$ cat config.mk
export PLATFORM = sky130hd
export DESIGN_NAME = memory_data_sized
export DESIGN_NICKNAME = d
export VERILOG_FILES = /design/src/rtl/memory_data_sized.sv
export SDC_FILE = /design/constraint.sdc
export NUM_CORES = 2
export LEC_CHECK = 0
export CORE_MARGIN = 2
export CORE_UTILIZATION = 35
export DETAILED_ROUTE_END_ITERATION = 7
export HOLD_SLACK_MARGIN = 0.02
export PLACE_DENSITY = 0.54
export SYNTH_ARGS = -nofsm -noshare
export SYNTH_HDL_FRONTEND = slang
export SYNTH_SLANG_ARGS = --single-unit
$ cat constraint.sdc
create_clock -name clk -period 9.1 [get_ports clk]
set_clock_uncertainty 0.1 [all_clocks]
set_input_delay 1.365 -clock clk [delete_from_list [all_inputs] [get_ports clk]]
set_output_delay 1.365 -clock clk [all_outputs]
set_load 0.01 [all_outputs]
$ cat src/rtl/memory_data_sized.sv
// Byte-addressed RISC-V data memory: B/H/W/D accesses with sign/zero-extending loads,
// byte-lane stores, misalignment/illegal-size faults and a registered one-cycle completion.
module memory_data_sized #(
  parameter int BITS      = 64,
  parameter int DEPTH     = 32,
  parameter int ADDR_BITS = $clog2(DEPTH*BITS/8)
) (
  input  logic                 clk,
  input  logic                 reset,
  input  logic                 req,
  input  logic                 We,
  input  logic [2:0]           funct3,
  input  logic [ADDR_BITS-1:0] endr,
  input  logic [BITS-1:0]      din,
  output logic                 ready,
  output logic                 done,
  output logic                 fault,
  output logic [BITS-1:0]      dout
);

  localparam int OFFB  = $clog2(BITS/8);
  localparam int IDX_W = ADDR_BITS - OFFB;

  logic [BITS-1:0] r_mem [DEPTH];

  logic            r_ready;
  logic            r_done_p1;
  logic            r_fault_p1;
  logic [BITS-1:0] r_dout_p1;

  logic [IDX_W-1:0] w_idx;
  logic [OFFB-1:0]  w_off;
  logic [OFFB-1:0]  w_align;
  logic [OFFB+2:0]  w_shamt;
  logic             w_acc;
  logic             w_fault;
  logic [BITS-1:0]  w_lane;
  logic [BITS-1:0]  w_bmask;
  logic [BITS-1:0]  w_wdata;
  logic [BITS-1:0]  w_rword;
  logic [BITS-1:0]  w_ldata;

  // Ones over the low 8<<sz bits, clamped to the word width.
  function automatic logic [BITS-1:0] f_lane_mask(input logic [1:0] sz);
    logic [BITS-1:0] m;
    int nb;
    nb = 8 << sz;
    for (int i = 0; i < BITS; i++) m[i] = (i < nb);
    return m;
  endfunction

  // Extend the low 8<<sz bits of v to the full word, signed unless uns is set.
  function automatic logic [BITS-1:0] f_extend(input logic [BITS-1:0] v,
                                               input logic [1:0] sz,
                                               input logic uns);
    logic [BITS-1:0] r;
    logic s;
    int nb;
    nb = 8 << sz;
    if (nb > BITS) nb = BITS;
    s = 1'b0;
    for (int i = 0; i < BITS; i++) if (i == nb - 1) s = v[i];
    s = s & ~uns;
    for (int i = 0; i < BITS; i++) r[i] = (i < nb) ? v[i] : s;
    return r;
  endfunction

  // Stage p0: decode the request, detect faults, build lane mask and aligned read data
  always_comb begin
    w_idx   = endr[ADDR_BITS-1:OFFB];
    w_off   = endr[OFFB-1:0];
    w_shamt = {w_off, 3'b000};
    w_acc   = req & r_ready;
    w_align = '0;
    case (funct3[1:0])
      2'd0:    w_align = '0;
      2'd1:    w_align = OFFB'(1);
      2'd2:    w_align = OFFB'(3);
      default: w_align = OFFB'(7);
    endcase
    w_fault = (funct3 == 3'b111)
            | (We & funct3[2])
            | ((BITS == 32) && (funct3[1:0] == 2'd3))
            | ((w_off & w_align) != '0);
    w_lane  = f_lane_mask(funct3[1:0]);
    w_bmask = w_lane << w_shamt;
    w_wdata = din << w_shamt;
    w_rword = r_mem[w_idx];
    w_ldata = f_extend(w_rword >> w_shamt, funct3[1:0], funct3[2]);
  end

  always_ff @(posedge clk) begin
    if (!reset && w_acc && We && !w_fault)
      r_mem[w_idx] <= (r_mem[w_idx] & ~w_bmask) | (w_wdata & w_bmask);
  end

  // Stage p1: registered completion, fault and load result
  always_ff @(posedge clk) begin
    if (reset) begin
      r_ready    <= 1'b0;
      r_done_p1  <= 1'b0;
      r_fault_p1 <= 1'b0;
      r_dout_p1  <= '0;
    end else begin
      r_ready    <= 1'b1;
      r_done_p1  <= w_acc & ~w_fault;
      r_fault_p1 <= w_acc & w_fault;
      if (w_acc) r_dout_p1 <= (w_fault || We) ? '0 : w_ldata;
    end
  end

  assign ready = r_ready;
  assign done  = r_done_p1;
  assign fault = r_fault_p1;
  assign dout  = r_dout_p1;

endmodule
-- Word-level counts from Yosys, hierarchy flattened
Memory sizes are Yosys's and may differ from the RTL's.
Index checks and enable logic that the tools add are counted.
- memories: 1
- word-level logic and storage cells: 362
- bits in latches: 0
- bits in read-only memories: 0
- bits in writable memories: 2048
- input bits: 79
- bits in registers: 67
- output and inout port bits: 67
- div/mod/pow operators: 0
- $lt $le $gt $ge: 129
- multiplexer cells: 134
- reductions and logical operators: 9
- shift operators: 4
- multipliers: 0
- add/subtract/negate cells: 1
- equal/unequal tests: 66
- bitwise gates (word level): 14
- memory list (memory ; words ; width ; read ports ; clocked after Yosys merged registers in ; wr ports ; line ; text):
    r_mem ; 32 ; 64 ; 1 ; 0 ; 1 ; 24 ; logic [BITS-1:0] r_mem [DEPTH];
- operators with widths (kind ; number):
    7-bit by 32-bit < comparator with 1-bit output (first input constant) ; 64
    7-bit by 32-bit == test with 1-bit output (first input constant) ; 32
    6-bit by 32-bit < comparator with 1-bit output (first input constant) ; 32
    6-bit by 32-bit == test with 1-bit output (first input constant) ; 16
    5-bit by 32-bit < comparator with 1-bit output (first input constant) ; 16
    5-bit by 32-bit == test with 1-bit output (first input constant) ; 8
    4-bit by 32-bit < comparator with 1-bit output (first input constant) ; 8
    1-bit 2-to-1 mux ; 131
    64-bit bitwise AND ; 2
    4-bit by 32-bit == test with 1-bit output (first input constant) ; 4
    3-bit by 32-bit < comparator with 1-bit output (first input constant) ; 4
    64-bit by 6-bit left shift with 64-bit output ; 2
    3-bit by 32-bit == test with 1-bit output (first input constant) ; 2
    1-bit by 32-bit < comparator with 1-bit output (first input constant) ; 2
    2-bit by 32-bit < comparator with 1-bit output (first input constant) ; 2
    64-bit 2-to-1 mux ; 1
    64-bit NOT ; 1
    64-bit bitwise OR ; 1
    64-bit by 6-bit right shift with 64-bit output ; 1
    2-bit by 32-bit == test with 1-bit output (first input constant) ; 1
    32-bit by 8-bit > comparator with 1-bit output (second input constant) ; 1
    32-bit zero test ; 1
    32-bit 2-to-1 mux ; 1
    4-bit by 2-bit left shift with 32-bit output (first input constant) ; 1
    14 further kinds ; 23

-- Depth between registers and ports, before layout
- depth after elaboration: 72
- depth in mapped cells: 18
- gate-level depth less buffers: 10

-- Worst setup path before layout
No wires, ideal clock.
- path type: in2reg
- start: input endr[4]
- end: memory r_mem[28][0] (enable)
- library setup time: 0.487 ns
- setup slack: 2.399 ns
- required time: 8.513 ns
- arrival time: 6.115 ns
- path buffers: 11
- stages: 13
- path through: clkbuf_2 > buf_6 > buf_6 > buf_6 > buf_6 > buf_6 > buf_4 > buf_4 > buf_4 > buf_2 > or3_1 > clkbuf_1 > nor2_1
- RTL lines (element ; line ; text):
    start, declared ; 13 ; input logic [ADDR_BITS-1:0] endr,
    end, declared ; 24 ;
Straight into the memory's write port.

-- Worst setup path after layout
- start: input endr[5]
- end: register r_dout_p1[51], in the netlist dout[51]
- cells in the longest elaborated chain, start to end: 69
- RTL lines (element ; line ; text):
    memory 32 x 64 bit * ; n/a ;
    64-bit by 6-bit right shift with 64-bit output * ; 89 ; w_ldata = f_extend(w_rword >> w_shamt, funct3[1:0], funct3[2]);
    1-bit 2-to-1 mux (64 in series) ; 62 ; for (int i = 0; i < BITS; i++) if (i == nb - 1) s = v[i];
    1-bit bitwise AND ; 63 ; s = s & ~uns;
    1-bit 2-to-1 mux * ; 64 ; for (int i = 0; i < BITS; i++) r[i] = (i < nb) ? v[i] : s;
    64-bit 2-to-1 mux * ; 108 ; if (w_acc) r_dout_p1 <= (w_fault || We) ? '0 : w_ldata;
    end signal, assigned ; 108 ;
    end, declared ; 29 ; logic [BITS-1:0] r_dout_p1;
Mark *: on every way between the ends. The rest lies on a longest branch, timed or not.
A chain may end at the register's enable or synchronous reset.

==> results.cfg <==
[outcome]
status = complete, but fails checks
violations = design-rule violations

[global_route]
grt_pass1_wl_mm = 389
grt_max_degree = 130
grt_pass1_vias = 46900
antenna_found_initial = 5
overflow = 0
grt_usage = 0.229

[clock_network]
hold_buffers = 0
cts_setup_buffers = 0
clk_latency_ns = 0.85
numCtsBuffers = 217
clockBufferDepth = 3
clock-sinks = 2115
ctsRootBufferMaster = clkbuf_16
cts_tree = done
htreeDepth = 4
path_clk_slew_ns = 0.06
cts_resized = 0

[sta]
min_period_ns = 6.80
slew_headroom = 0.0516
setup_violations = 0
rsz0062_at_grt = false
hold_ws_ns = 0.384
period_share = 0.747
max_freq_ghz = 0.147
drv_slew = 0
hold_violations = 0
layout_setup_ws_ns = 2.30
fin_setup_tns_ns = 0
worst_pin_slew_ns = 1.42

[routing]
drt-initial-drc-count = 6149
routedWlPerCell_microns = 34.2
vias = 48400
first_pass_iters = 8
drt-total-wl_mm = 286
drc = 3
postRouteAntennaNets = 0
vias_per_cell = 5.80

[synth]
yosysSeqAreaShare = 0.749
yosysWarningCount = 0
synth_enable_flop_cells = 2048
yosysTopAreaCell = edfxtp_1
synth_commonest_cells = edfxtp_1 (2048), mux2i_1 (898), o22ai_1 (444), nor2_1 (155), nand2_1 (150)
syn-num-nets = 4852
synth_ff_type = edfxtp_1
syn_inst = 4770
yosysMostFrequentCell = edfxtp_1
ys_top_cells_by_area = edfxtp_1 (73%), mux2i_1 (11%), o22ai_1 (3.3%)
synth_top_area_frac = 0.733
synth_cell_type_count = 65
async_reset_ff_frac = 0
synth_area_sq_um = 83900
synth_seq_cells = 2115
syn_area_per_cell_sq_um = 17.6

[setup_path]
start_kind = primary input
r2r_cells = 10
startpoint = endr[5]
r2r_start = r_mem[3][31]
critPathCapture = dout[51]
regToRegSetupSlack_ns = 4.33
cp-end-kind = register
critPathMaxFanout = 33
worstPathRequired_ns = 9.70
arrival_ns = 7.40
crit_path_top_delay_cell = nor4_1
regToRegEndpoint = dout[51]
slowest_delay_ns = 0.93
crit_chain = clkdlybuf4s50_1 > buf_4 > nand4b_1 > buf_4 > o22ai_1 > nor4_1 > buf_4 > nand2_1 > mux2_2 > a221o_1 > a22oi_2 > buf_4 > o21ai_0
path_class = primary input to register
crit_path_frequent_cell = buf_4

[finish]
stdcell_area_sq_um = 97200
final_cells = 8352
syn2layout_area_growth_pct = 15.8
finalNetCount = 5085
final_core_utilization = 0.408
drive_gt1_frac = 0.143

[floorplan]
die_x_microns = 494
die-height_microns = 494
fp.coreArea_sq_um = 238000
die_area_sq_um = 244000
fp-row-count = 179
initial_core_util = 0.352
ios = 146

[job]
drv_cap = 0

[worst_hold_path]
hp-class = register to register

[placement]
dp_hpwl_mm = 166
routabilityCongestion = 0.912
place_ws_ns = 1.77
dp.cells = 7950
port_buffers = 145
placed_area_sq_um = 90300

[pwr]
peakVddDrop_mv = 0.159
powerDensity_nw_per_um2 = 221
leakagePower_nw = 32.3
p_total_mw = 21.4
-- kinds of logic after synthesis --
kind of cell / share of synthesized area
flip-flops: 0.749
multiplexers: 0.141
AO/OA/AOI/OAI: 0.0624
AND/OR/NAND/NOR: 0.0281
buffers and inverters: 0.0192
adder cells (fa/ha/maj): 0.000447
other: 0.0000447
XOR/XNOR: 0.000104
-- where the power goes --
part / switching (mW) / internal (mW)
Combinational: 1.27 / 0.433
Clock: 3.74 / 4.96
Sequential: 0.00920 / 11.0
Total: 5.02 / 16.4
-- metal layers --
layer,part of all wire,vias up,GRT usage
met2,0.47,2339,0.365
met1,0.40,25600,0.304
li1,-,20000,-
met5,0.000070,-,0
met4,0.055,2,0.111
met3,0.075,497,0.0389
-- state kept, by name, summed over array words and instances (netlist names) --
signal,count
fault,1
dout,64
ready,1
r_mem,2048
done,1
-- worst max-delay path, delay by kind of cell --
family,cells,cell delay (ns)
buffers and inverters,5,2.48
AOI/OAI and AO/OA,4,1.59
and+or+nand+nor,3,1.55
muxes,1,0.33
-- cell usage in the layout (no fill, tap or decap), types with 6 or more instances in the layout --
| master | count |
|---|---|
| edfxtp_1 | 2048 |
| mux2i_1 | 896 |
| o22ai_1 | 444 |
| clkbuf_16 | 219 |
| buf_4 | 154 |
| nand2_1 | 150 |
| clkdlybuf4s50_1 | 140 |
| nor2_1 | 118 |
| mux4_2 | 112 |
| nor4_1 | 100 |
| dfxtp_1 | 67 |
| clkinv_1 | 61 |
| a21oi_1 | 56 |
| o21ai_0 | 53 |
| clkbuf_1 | 51 |
| a22oi_1 | 49 |
| a211oi_1 | 36 |
| nor2_4 | 33 |
| clkinv_2 | 30 |
| mux2_2 | 27 |
| buf_12 | 27 |
| bufinv_16 | 20 |
| a21oi_4 | 19 |
| o211ai_1 | 19 |
| a2bb2oi_1 | 19 |
| a221oi_1 | 16 |
| a21oi_2 | 15 |
| nand4_1 | 13 |
| a31oi_2 | 13 |
| o221ai_1 | 10 |
| nor4_2 | 8 |
| o21a_1 | 8 |
| nor3_1 | 7 |
| o21bai_1 | 7 |
| nand3_1 | 6 |
| nand4bb_4 | 6 |
| a311oi_1 | 6 |
| clkinvlp_4 | 6 |
-- worst min-delay path by stage --
stage              from  endpoint  depth (start not counted)
2_1_floorplan   dout[2]   dout[2]                          2
3_5_place_dp   dout[59]  dout[59]                          2
3_3_place_gp   dout[22]  dout[22]                          2
5_1_grt        dout[46]  dout[46]                          2
6_report       dout[59]  dout[59]                          2
4_1_cts        dout[59]  dout[59]                          2
-- cell type report --
type	count	area, sq um
antenna	3	7.51
clock buffer	270	5670
clock inverter	128	1170
fill	21300	141000
inverter	9	33.8
multi-input combinational	2337	20300
sequential	2115	62800
tap	3167	3960
timing repair buffer	323	3120
No activity file was read; power rests on OpenSTA's default activity.
